$ cat config.mk
export PLATFORM = sky130hd
export DESIGN_NAME = mem_access_ctrl
export DESIGN_NICKNAME = d
export VERILOG_FILES = /design/src/rtl/mem_ctrl_pkg.sv /design/src/rtl/mem_access_ctrl.sv
export SDC_FILE = /design/constraint.sdc
export NUM_CORES = 1
export LEC_CHECK = 0
export BUFFER_PORTS_ARGS = -buffer_cell sky130_fd_sc_hd__buf_2
export CAP_MARGIN = 10
export CORE_MARGIN = 2
export CORE_UTILIZATION = 50
export DETAILED_ROUTE_END_ITERATION = 10
export PLACE_DENSITY = 0.84
export SETUP_SLACK_MARGIN = 0.05
export SLEW_MARGIN = 20
export SYNTH_ARGS = -nofsm -noshare
export SYNTH_HDL_FRONTEND = slang
export SYNTH_SLANG_ARGS = --single-unit
$ cat constraint.sdc
create_clock -name clk -period 2.6 [get_ports clk]
set_input_delay 0.52 -clock clk [delete_from_list [all_inputs] [get_ports clk]]
set_output_delay 0.52 -clock clk [all_outputs]
set_load 0.01 [all_outputs]
$ cat src/rtl/mem_ctrl_pkg.sv
// Shared definitions for the memory-stage access controller.
package mem_ctrl_pkg;

  localparam int MEM_DEPTH_DEF = 1000;

  typedef enum logic [2:0] {
    IDLE       = 3'd0,
    WR_SETUP   = 3'd1,
    WR_STROBE  = 3'd2,
    WR_HOLD    = 3'd3,
    RD_SETUP   = 3'd4,
    RD_STROBE  = 3'd5,
    RD_CAPTURE = 3'd6,
    RESP       = 3'd7
  } state_t;

endpackage

$ cat src/rtl/mem_access_ctrl.sv
// Memory-stage sequencer: one load/store at a time, with setup/strobe/hold
// phasing on the data_mem strobes and a range-checked response to writeback.
module mem_access_ctrl
  import mem_ctrl_pkg::*;
#(
  parameter int DATA_W    = 16,
  parameter int ADDR_W    = 16,
  parameter int MEM_DEPTH = MEM_DEPTH_DEF,
  parameter int RD_W      = 3
) (
  input  logic              clk,
  input  logic              rst_n,
  input  logic              req_valid,
  output logic              req_ready,
  input  logic              req_we,
  input  logic [ADDR_W-1:0] req_addr,
  input  logic [DATA_W-1:0] req_wdata,
  input  logic [RD_W-1:0]   req_rd,
  output logic              resp_valid,
  output logic [DATA_W-1:0] resp_rdata,
  output logic [RD_W-1:0]   resp_rd,
  output logic              resp_fault,
  output logic              MemW,
  output logic              MemR,
  output logic [DATA_W-1:0] MemIn,
  output logic [ADDR_W-1:0] WriteAddr,
  input  logic [DATA_W-1:0] MemOut
);

  // One extra bit so a depth of exactly 2**ADDR_W still compares correctly.
  localparam logic [ADDR_W:0] DEPTH_L = (ADDR_W + 1)'(MEM_DEPTH);

  state_t            state, next_state;
  logic              accept;
  logic              addr_fault;
  logic [RD_W-1:0]   rd_q;

  assign req_ready  = (state == IDLE);
  assign resp_valid = (state == RESP);
  assign accept     = req_valid & req_ready;
  assign addr_fault = ({1'b0, req_addr} >= DEPTH_L);

  // NOTE: sequential state uses non-blocking assignments so every register
  // samples pre-edge values, independent of process evaluation order.
  always_ff @(posedge clk or negedge rst_n) begin
    if (!rst_n) state <= IDLE;
    else        state <= next_state;
  end

  // NOTE: default assigned first so no path through the case leaves
  // next_state unassigned, which would infer a latch.
  always_comb begin
    next_state = state;
    unique case (state)
      IDLE: begin
        if (req_valid) begin
          if (addr_fault)  next_state = RESP;
          else if (req_we) next_state = WR_SETUP;
          else             next_state = RD_SETUP;
        end
      end
      WR_SETUP:   next_state = WR_STROBE;
      WR_STROBE:  next_state = WR_HOLD;
      WR_HOLD:    next_state = RESP;
      RD_SETUP:   next_state = RD_STROBE;
      RD_STROBE:  next_state = RD_CAPTURE;
      RD_CAPTURE: next_state = RESP;
      RESP:       next_state = IDLE;
      default:    next_state = IDLE;
    endcase
  end

  // Strobes are decoded from next_state so they are flop outputs aligned to
  // the state they belong to. Address/data are loaded only at accept, which
  // keeps them stable from setup through hold/capture by construction.
  // NOTE: async reset on these flops makes the strobes fall the moment
  // rst_n asserts, without waiting for a clock edge.
  always_ff @(posedge clk or negedge rst_n) begin
    if (!rst_n) begin
      MemW       <= 1'b0;
      MemR       <= 1'b0;
      MemIn      <= '0;
      WriteAddr  <= '0;
      rd_q       <= '0;
      resp_rdata <= '0;
      resp_rd    <= '0;
      resp_fault <= 1'b0;
    end else begin
      MemW <= (next_state == WR_STROBE);
      MemR <= (next_state == RD_STROBE) || (next_state == RD_CAPTURE);

      if (accept && !addr_fault) begin
        rd_q <= req_rd;
        if (req_we) begin
          WriteAddr <= req_addr;
          MemIn     <= req_wdata;
        end else begin
          MemIn     <= DATA_W'(req_addr);
        end
      end

      // Response fields change only on entry to RESP and then hold.
      if (next_state == RESP) begin
        resp_fault <= (state == IDLE);
        resp_rd    <= (state == IDLE) ? req_rd : rd_q;
        resp_rdata <= (state == RD_CAPTURE) ? MemOut : '0;
      end
    end
  end

endmodule
==> results of run 1 <==
[cells in the mapped netlist, drive strengths merged (2+ instances only)]
master / count
o21bai: 2
dfrtp: 60
o21ai: 4
a22o: 18
mux2i: 16
and2: 6
nor2b: 2
clkbuf: 3
nor2: 20
mux2: 20
nor3b: 2
inv: 3
nor3: 2
buf: 9
nand2: 7
a21oi: 18
[cell families (layout without fill, tap and decap cells)]
kind of cell              after synthesis  after routing  share of synthesized area [%]
buffers and inverters                  15            134                           3.27
AOI/OAI and AO/OA                      45             45                           12.1
muxes                                  36             36                           15.9
and+or+nand+nor                        42             42                           8.92
DFF                                    60             60                           59.5
xor gates and xnor gates                1              1                          0.347
[state kept, by name, summed over array words and instances, names as in the netlist]
name / flops
WriteAddr: 16
MemW: 1
MemIn: 16
resp_fault: 1
MemR: 1
state: 3
rd_q: 3
resp_rdata: 16
resp_rd: 3
[where the power goes]
| group | switching (mW) | total [mW] | internal [mW] |
|---|---|---|---|
| sequential | 0.170 | 1.30 | 1.13 |
| clock | 0.331 | 0.687 | 0.356 |
| combinational | 0.466 | 0.921 | 0.455 |
| total | 0.968 | 2.91 | 1.94 |
[critical path, delay by kind of cell (launching register included)]
kind	cells	cell delay, ps
AOI/OAI and AO/OA	3	760
and+or+nand+nor	2	540
DFF	1	520
buffers and inverters	1	230
[path summary, 6_finish.rpt]
kind                                                 from                         to  cells after the start
worst min-delay path                                rst_n  WriteAddr[15]$_DFFE_PN0P_                      1
min in group clk                                MemOut[1]  resp_rdata[1]$_DFFE_PN0N_                      2
worst max-delay path                   state[2]$_DFF_PN0_  resp_rdata[8]$_DFFE_PN0N_                      6
max in group asynchronous                           rst_n  resp_rdata[9]$_DFFE_PN0N_                      2
worst min register to register  WriteAddr[15]$_DFFE_PN0P_  WriteAddr[15]$_DFFE_PN0P_                      1
worst max register to register         state[2]$_DFF_PN0_  resp_rdata[8]$_DFFE_PN0N_                      6
[through the flow]
stage               total power, mW  utilization [%]  setup slack [ps]
floorplan                      1.90                -               621
global placement               2.19             65.7               257
detailed placement             2.24             65.7               208
CTS                            2.93             69.0               448
global route                   3.08             69.0               335
finish                         2.91             69.0               428
[area by class of cell]
cell class	count	area [um2]	share of cell area, %
Sequential cell	60	1500	45.5
Multi-Input combinational cell	124	945	28.6
Timing Repair Buffer	117	603	18.3
Clock buffer	11	141	4.28
Tap cell	67	83.8	2.54
Clock inverter	3	15.0	0.455
Inverter	3	11.3	0.341
[metal layers]
layer / vias up / GRT usage [%] / wire (um)
met1: 958 / 27.8 / 2390
li1: 940 / - / -
met5: - / 0 / 0
met2: 62 / 36.9 / 3130
met3: 8 / 6.56 / 312
met4: 0 / 11.1 / 102
==> results.md, run 1 <==
- Area of the core: about 4800 um2
- Vias per std cell: a little over 5
- Reg clk slew, reported paths: 60 ps
- Ys Warns: 0
- Max Cap Viol: 0
- Critical path type: register to register
- Share of Yosys cell area claimed by the top area cell type: 59.5%
- Nets: 370
- Tmin final: 2170 ps
- Fmax: 0.460 GHz
- PwrDens: 880 nW/um2
- Final setup fails: 0
- Post-route antenna net violation count: 0
- Initial Utilization: approximately 53%
- Peak VDD IR: 0.605 mV
- Hold Vio Cnt, Final: 0
- Ys flop type: dfrtp_1
- Die Width: ~75 um
- Row cnt: 25
- EDFF count, synth: 0
- Share of async-settable or async-resettable flops after synthesis: between 90% and 100%
- Worst-Skew Late Latency: approximately 330 ps
- Pre-antenna DRT Iters: 4
- Yosys reg bits: 60
- Clk sinks: 60
- Yosys cell types: 28
- Initial antenna violation count: 0
- Synth-to-layout area growth: 30.8%
- Total wire length: 5940 um
- Delay of the slowest critical-path stage: 520 ps
- Placed Area: 3140 um2
- IO buf count: 110
- Post-Syn Nets: 254
- WP data arrival: between 2000 and 2500 ps
- Dpl cells: approximately 370
- Commonest non-fill, non-tap cell in the layout: buf_2
- Pleak: 1.89 nW
- CTS tree: yes
- Via count: 1,968
- Overflow after GRT: 0
- Routed wire length per instance: 15.4 um
- Post-DP HPWL: 4370 um
- Vias in the first global route: 2,024
- Post-CTS Hold Buffers: 0
- Clock Skew: 6.46 ps
- CTS Buffer Depth: 2
- CP startpoint kind: register
- Tot GR Track Use: 22.7%
- Htree depth: 3
- Status: finished clean
- Fin. max-slew vios: 0
- CP cell instances: nor3_4 > nand2_1 > o21bai_1 > a22o_1 > buf_4 > a22o_1
- Period utilisation layout: 83.5%
- Worst hold-check path type: input pin to asynchronous set/reset pin
- Die height: about 75 um
- Critical Path End Type: register
- Slew @ Worst Pin: slightly below 700 ps
- Top cell type by total area after synthesis: dfrtp_1
- Clock root cell: clkbuf_8
- Area contributors post-synth: dfrtp_1, mux2i_1, a22o_1
- Critical-path top delay cell: dfrtp_1
- Finished Layout Cells: slightly below 400
- RSZ-0062 raised after global routing: false
- Post-route cell area: between 3000 and 4000 um2
- Most frequent cells in the layout: buf_2, dfrtp_1, nor2_1
- Reg-to-reg slack, setup: 430 ps
- # Post-CTS Setup Buffers: 0
- IO Count: between 100 and 150
- Synth Instances: just under 200
- CP dominant cell by count: a22o_1
- CTS resizes: 0
- Num CTS Buffers: 9
- Final TNS setup: 0 ps
- Die area: between 5000 and 6000 um2
- N_diodes: 0
- First-pass GRT wire length: 9280 um
- DR iter-0 viols: 94
- Largest net degree at the start of global routing: 31
- GP Congestion: 0.847
- Avg Synthesized Cell Area: between 10 and 15 um2
- Layout cell share with drive strength beyond 1: 47.5%
- Synthesized area: approximately 2500 um2
- Min Hold Slack: about 230 ps
- Slew Limit Headroom: 55.1%
- WP data required: approximately 2800 ps
- DRC viols: 0
- Crit path max fanout: 12
- Seq/Total Area, Yosys: between 50 and 60%
- # fillers: 371
No activity file was read; power rests on OpenSTA's default activity.
==> inputs of run 2 (changes only) <==
Settings changed: CORE_UTILIZATION 50 to 47, PLACE_DENSITY 0.84 to 0.79.
Clock period 2.6 ns to 2.2 ns, I/O delays scaled along.
==> results.md, run 2 (synthesis results as in run 1) <==
- Status: finished clean
- Vias in the first global route: 2,012 (-0.59%)
- Via count: 1,992 (+1.2%)
- CTS resizes: 0 (unchanged)
- Reg-to-reg endpoint: resp_rdata[12]$_DFFE_PN0N_
- Synth-to-layout area growth: 36.2%
- Largest registers: MemIn (16), WriteAddr (16), resp_rdata (16)
- Layout cell share with drive strength beyond 1: 48.9% (+1.4 points)
- GP Congestion: 0.774 (-8.6%)
- Die area: 5970 um2 (+6.0%)
- Switching fraction of total power: 30.8% (-2.6 points)
- Dpl cells: 378 (+1.9%)
- N_diodes: 0 (unchanged)
- Dpl ws: 1.23 ps (-206 ps)
- WP data required: 2420 ps (-390 ps)
- CP startpoint kind: register
- Overflow after GRT: 0 (unchanged)
- Crit path max fanout: 12 (unchanged)
- Total wire length: 5660 um (-4.6%)
- Slew @ Worst Pin: 555 ps (-118 ps)
- R2R Path Start: state[0]$_DFF_PN0_
- Clock root cell: clkbuf_8
- Post-route antenna net violation count: 0 (unchanged)
- Worst Reg2Reg Path Length in Cells: 6 (unchanged)
- Fmax: 0.522 GHz (+13%)
- Htree depth: 3 (unchanged)
- Clock Skew: 5.75 ps (-0.709 ps)
- Worst Slack Setup Final: 285 ps (-143 ps)
- Pint: 2.67 mW (+38%)
- DRC viols: 0 (unchanged)
- Initial Utilization: 49.1% (-3.6 points)
- Final TNS setup: 0 ps (unchanged)
- Switch Pwr: 1.18 mW (+22%)
- Max Cap Viol: 0 (unchanged)
- Reg-to-reg slack, setup: 290 ps (-140 ps)
- Num CTS Buffers: 9 (unchanged)
- Finished Layout Cells: 395 (+2.6%)
- # fillers: 420 (+13%)
- Critical path type: register to register
- First-pass GRT wire length: 9470 um (+2.1%)
- WP data arrival: 2130 ps (-250 ps)
- Pre-antenna DRT Iters: 4 (unchanged)
- Tmin final: 1910 ps (-257 ps)
- Peak VDD IR: 0.671 mV (+11%)
- Area of the core: 5140 um2 (+7.4%)
- Die height: 77.3 um (+3.0%)
- Hold Vio Cnt, Final: 0 (unchanged)
- Initial antenna violation count: 0 (unchanged)
- RSZ-0062 raised after global routing: false
- Clock power share: 30.7% (+7.0 points)
- Period utilisation layout: 87.0% (+3.5 points)
- Clk sinks: 60 (unchanged)
- Pleak: 1.95 nW (+3.2%)
- Post-DP HPWL: 4030 um (-7.8%)
- IO Count: 111 (unchanged)
- Vias per std cell: 5.04 (-1.3%)
- Slew Limit Headroom: 63.0% (+7.9 points)
- Tot GR Track Use: 20.7% (-2.0 points)
- Reg clk slew, reported paths: 70 ps (about the same)
- Die Width: 77.3 um (+3.0%)
- CTS Buffer Depth: 2 (unchanged)
- Worst hold-check path type: input pin to asynchronous set/reset pin
- PwrDens: 1120 nW/um2 (+27%)
- DR iter-0 viols: 90 (-4.3%)
- Total power draw: 3.85 mW (+33%)
- CTS tree: yes
- Largest net degree at the start of global routing: 32 (+3.2%)
- Row cnt: 26 (+4.0%)
- Critical Path End Type: register
- IO buf count: 110 (unchanged)
- Routed wire length per instance: 14.3 um (-7.1%)
- Commonest non-fill, non-tap cell in the layout: buf_2
- Fin. max-slew vios: 0 (unchanged)
- Most frequent cells in the layout: buf_2, dfrtp_1, nor2_1
- Sequential power share: 38.6% (-6.1 points)
- Post-CTS Hold Buffers: 0 (unchanged)
- Share of power burned in combinational logic: 30.7% (-1.0 points)
- Nets: 375 (+1.4%)
- Final setup fails: 0 (unchanged)
- Worst-Skew Late Latency: 340 ps (about the same)
## run 2: cell types whose count changed in the layout (fill, tap and decap cells not counted)
cell        previous run  this run
bufinv_16              0         3
clkinv_2               3         2
clkbuf_8              10         9
buf_12                 0         1
clkinvlp_4             0         2
clkbuf_1               1         0
buf_4                  7        11
## run 2: metrics by stage
step	hold WS [ps]	util, %	cell area, um2
after floorplan	144	-	2520
after global placement	452	62.1	3190
after detailed placement	460	62.1	3190
after CTS	92.5	66.7	3430
after global routing	114	66.9	3440
final	85.6	66.9	3440
## run 2: layout make-up
| type | instances | area (um2) | area share, % |
|---|---|---|---|
| clock inverter | 7 | 115 | 3.35 |
| tap | 70 | 87.6 | 2.55 |
| sequential | 60 | 1500 | 43.7 |
| clock buffer | 9 | 124 | 3.60 |
| multi-input combinational | 124 | 945 | 27.5 |
| timing repair buffer | 122 | 653 | 19.0 |
| inverter | 3 | 11.3 | 0.328 |
## run 2: worst max-delay path, cell delays in order, from the launching register on
cell,delay (ps)
dfrtp_1,530
nor3_4,240
nand2_1,120
o21bai_1,170
a22o_1,280
buf_4,210
a22o_1,240
## run 2: metal layers
metal  part of all wire [%]  track usage, %
met3                    5.4            5.65
met5                      0               0
met4                    2.5            12.1
met2                     51            33.1
met1                     41            25.0
## run 2: how the worst max path moves through the flow
stage | start | endpoint | slack (ps) | cells after the start
2_1_floorplan | req_addr[13] | WriteAddr[6]$_DFFE_PN0P_ | 300 | 6
3_3_place_gp | req_addr[13] | resp_rd[2]$_DFFE_PN0N_ | 50 | 6
3_5_place_dp | req_addr[13] | resp_rd[2]$_DFFE_PN0N_ | 1 | 6
4_1_cts | state[0]$_DFF_PN0_ | resp_rdata[12]$_DFFE_PN0N_ | 160 | 6
5_1_grt | req_addr[13] | resp_rdata[12]$_DFFE_PN0N_ | 140 | 7
6_report | state[0]$_DFF_PN0_ | resp_rdata[12]$_DFFE_PN0N_ | 290 | 6
## run 2: power groups by stage
stage / sequential (mW) / combinational, mW / clock [mW]
5_1_grt: 1.52 / 1.30 / 1.25
4_1_cts: 1.49 / 1.19 / 1.20
6_report: 1.49 / 1.18 / 1.18
3_3_place_gp: 1.50 / 1.15 / 0
2_1_floorplan: 1.57 / 0.683 / 0
3_5_place_dp: 1.50 / 1.18 / 0
## run 2: what timing repair did
action	4_1_cts	5_1_grt
endpoints found under the hold margin	0	0
buffers inserted	0	1
endpoints found under the setup margin	0	1
==> inputs of run 3 (changes only) <==
Settings changed: CORE_UTILIZATION 47 to 42, PLACE_DENSITY 0.79 to 0.75.
Clock period 2.2 ns to 1.7 ns, I/O delays scaled along.
==> results.md, run 3 (synthesis results as in run 1) <==
- Crit path max fanout: 6 (-6)
- Post-route cell area: 3710 um2 (+7.9%)
- CP dominant cell by count: buf_6
- CTS Buffer Depth: 2 (unchanged)
- Tmin final: 1720 ps (-190 ps)
- Initial antenna violation count: 0 (unchanged)
- Reg clk slew, reported paths: 60 ps (about the same)
- Row cnt: 28 (+7.7%)
- Worst min-delay path startpoint: MemOut[4]
- CP startpoint kind: register
- Nets: 402 (+7.2%)
- Period utilisation layout: 101% (+14 points)
- IO buf count: 110 (unchanged)
- Clk sinks: 60 (unchanged)
- CP cell instances: nor3_4 > nand2_2 > buf_6 > nor3_4 > buf_6 > buf_6 > mux2_4
- Via count: 2,121 (+6.5%)
- N_diodes: 0 (unchanged)
- WP data required: 1910 ps (-510 ps)
- Delay-heaviest family, CP: flip-flops
- Largest net degree at the start of global routing: 33 (+3.1%)
- Failing checks: setup timing
- Die height: 81.5 um (+5.5%)
- Post-route antenna net violation count: 0 (unchanged)
- DR iter-0 viols: 93 (+3.3%)
- Htree depth: 3 (unchanged)
- Die Width: 81.5 um (+5.5%)
- # fillers: 474 (+13%)
- Pleak: 2.08 nW (+6.7%)
- Worst-Skew Late Latency: 330 ps (about the same)
- Critical path type: register to register
- CTS tree: yes
- PwrDens: 1370 nW/um2 (+22%)
- Vias per std cell: 4.98 (-1.3%)
- Slew Limit Headroom: 68.2% (+5.3 points)
- GP Congestion: 0.778 (+0.48%)
- WP data arrival: 1940 ps (-190 ps)
- Synth-to-layout area growth: 46.9%
- DRC viols: 0 (unchanged)
- Overflow after GRT: 0 (unchanged)
- Critical-path top delay cell: dfrtp_2
- Delay of the slowest critical-path stage: 460 ps (-70 ps)
- Fin. max-slew vios: 0 (unchanged)
- Commonest non-fill, non-tap cell in the layout: buf_2
- Critical Path End Type: register
- Worst hold-check path type: input pin to register
- Worst Slack Setup Final: -24.9 ps (-310 ps)
- R2R Path Start: state[0]$_DFF_PN0_
- First-pass GRT wire length: 9560 um (+0.95%)
- Hold Vio Cnt, Final: 0 (unchanged)
- Die area: 6640 um2 (+11%)
- Initial Utilization: 43.1% (-6.0 points)
- Area of the core: 5850 um2 (+14%)
- Reg-to-reg slack, setup: -20 ps (-310 ps)
- Buf+Inv Stages, Crit Path: 3 (+2)
- Clock root cell: clkbuf_8
- Clock Skew: 5.46 ps (-0.286 ps)
- Worst Reg2Reg Path Length in Cells: 7 (+1)
- Largest registers: MemIn (16), WriteAddr (16), resp_rdata (16)
- Vias in the first global route: 2,033 (+1.0%)
- Fmax: 0.580 GHz (+11%)
- Routed wire length per instance: 14.8 um (+3.2%)
- Final setup fails: 7 (+7)
- Hold path depth: 2
- Hold worst-path end: resp_rdata[4]$_DFFE_PN0N_
- IO Count: 111 (unchanged)
- Pre-antenna DRT Iters: 4 (unchanged)
- Status: complete, but fails checks
- Slew @ Worst Pin: 476 ps (-78.8 ps)
- Most frequent cells in the layout: buf_2, dfrtp_1, buf_4
- Peak VDD IR: 0.883 mV (+32%)
- Num CTS Buffers: 9 (unchanged)
- Critical Path Stages: 7 (+1)
- Max Cap Viol: 0 (unchanged)
- Total wire length: 6300 um (+11%)
- Post-DP HPWL: 4360 um (+8.1%)
- RSZ-0062 raised after global routing: true
- Tot GR Track Use: 19.8% (-0.90 points)
- Reg-to-reg endpoint: rd_q[0]$_DFFE_PN0N_
- Total power draw: 5.07 mW (+32%)
- Placed Area: 3350 um2 (+5.1%)
- Layout cell share with drive strength beyond 1: 55.6% (+6.6 points)
- Final core utilization: 63.4% (-3.5 points)
## run 3: final cells by class
type	instances	area, um2	area share (%)
Sequential cell	60	1510	40.6
Multi-Input combinational cell	125	1010	27.3
Clock inverter	1	5.00	0.135
Inverter	3	11.3	0.304
Clock buffer	14	183	4.93
Timing Repair Buffer	148	896	24.2
Tap cell	75	93.8	2.53
## run 3: metal layers
metal,global-route usage (%),part of all wire (%),wire (um),up-vias
met5,0,0,0,-
met4,10.8,2.8,176,0
met3,5.38,5.2,329,18
met2,30.7,50,3160,76
met1,25.1,42,2640,1024
li1,-,-,-,1003
## run 3: what timing repair did
action,CTS,global route
endpoints found under the hold margin,18,0
cloned,1,0
pin swaps,3,4
setup buffers,5,2
resized for setup,14,12
hold buffers,1,0
setup endpoints to repair,52,53
## run 3: worst max path at each step
stage | slack [ps] | end | start
after floorplan | -110 | WriteAddr[6]$_DFFE_PN0P_ | state[0]$_DFF_PN0_
after global placement | -350 | resp_rd[2]$_DFFE_PN0N_ | req_addr[13]
after detailed placement | -430 | resp_rd[2]$_DFFE_PN0N_ | req_addr[13]
after CTS | -20 | rd_q[0]$_DFFE_PN0N_ | state[1]$_DFF_PN0_
after global routing | -100 | WriteAddr[8]$_DFFE_PN0P_ | state[0]$_DFF_PN0_
final | -20 | rd_q[0]$_DFFE_PN0N_ | state[0]$_DFF_PN0_
## run 3: power by group
part,leakage [nW],switching [mW],internal (mW)
Sequential,0.806,0.204,1.73
Combinational,1.17,0.871,1.07
Clock,0.0986,0.512,0.679
Total,2.08,1.59,3.48
## run 3: metrics by stage
stage	setup TNS, ps	hold slack, ps	setup slack (ps)	instances
2_1_floorplan	-1100	44.4	-108	199
3_3_place_gp	-12750	322	-351	402
3_5_place_dp	-15820	323	-427	402
4_1_cts	-110	212	-20.2	424
5_1_grt	-2880	208	-104	426
6_report	-118	228	-24.9	426
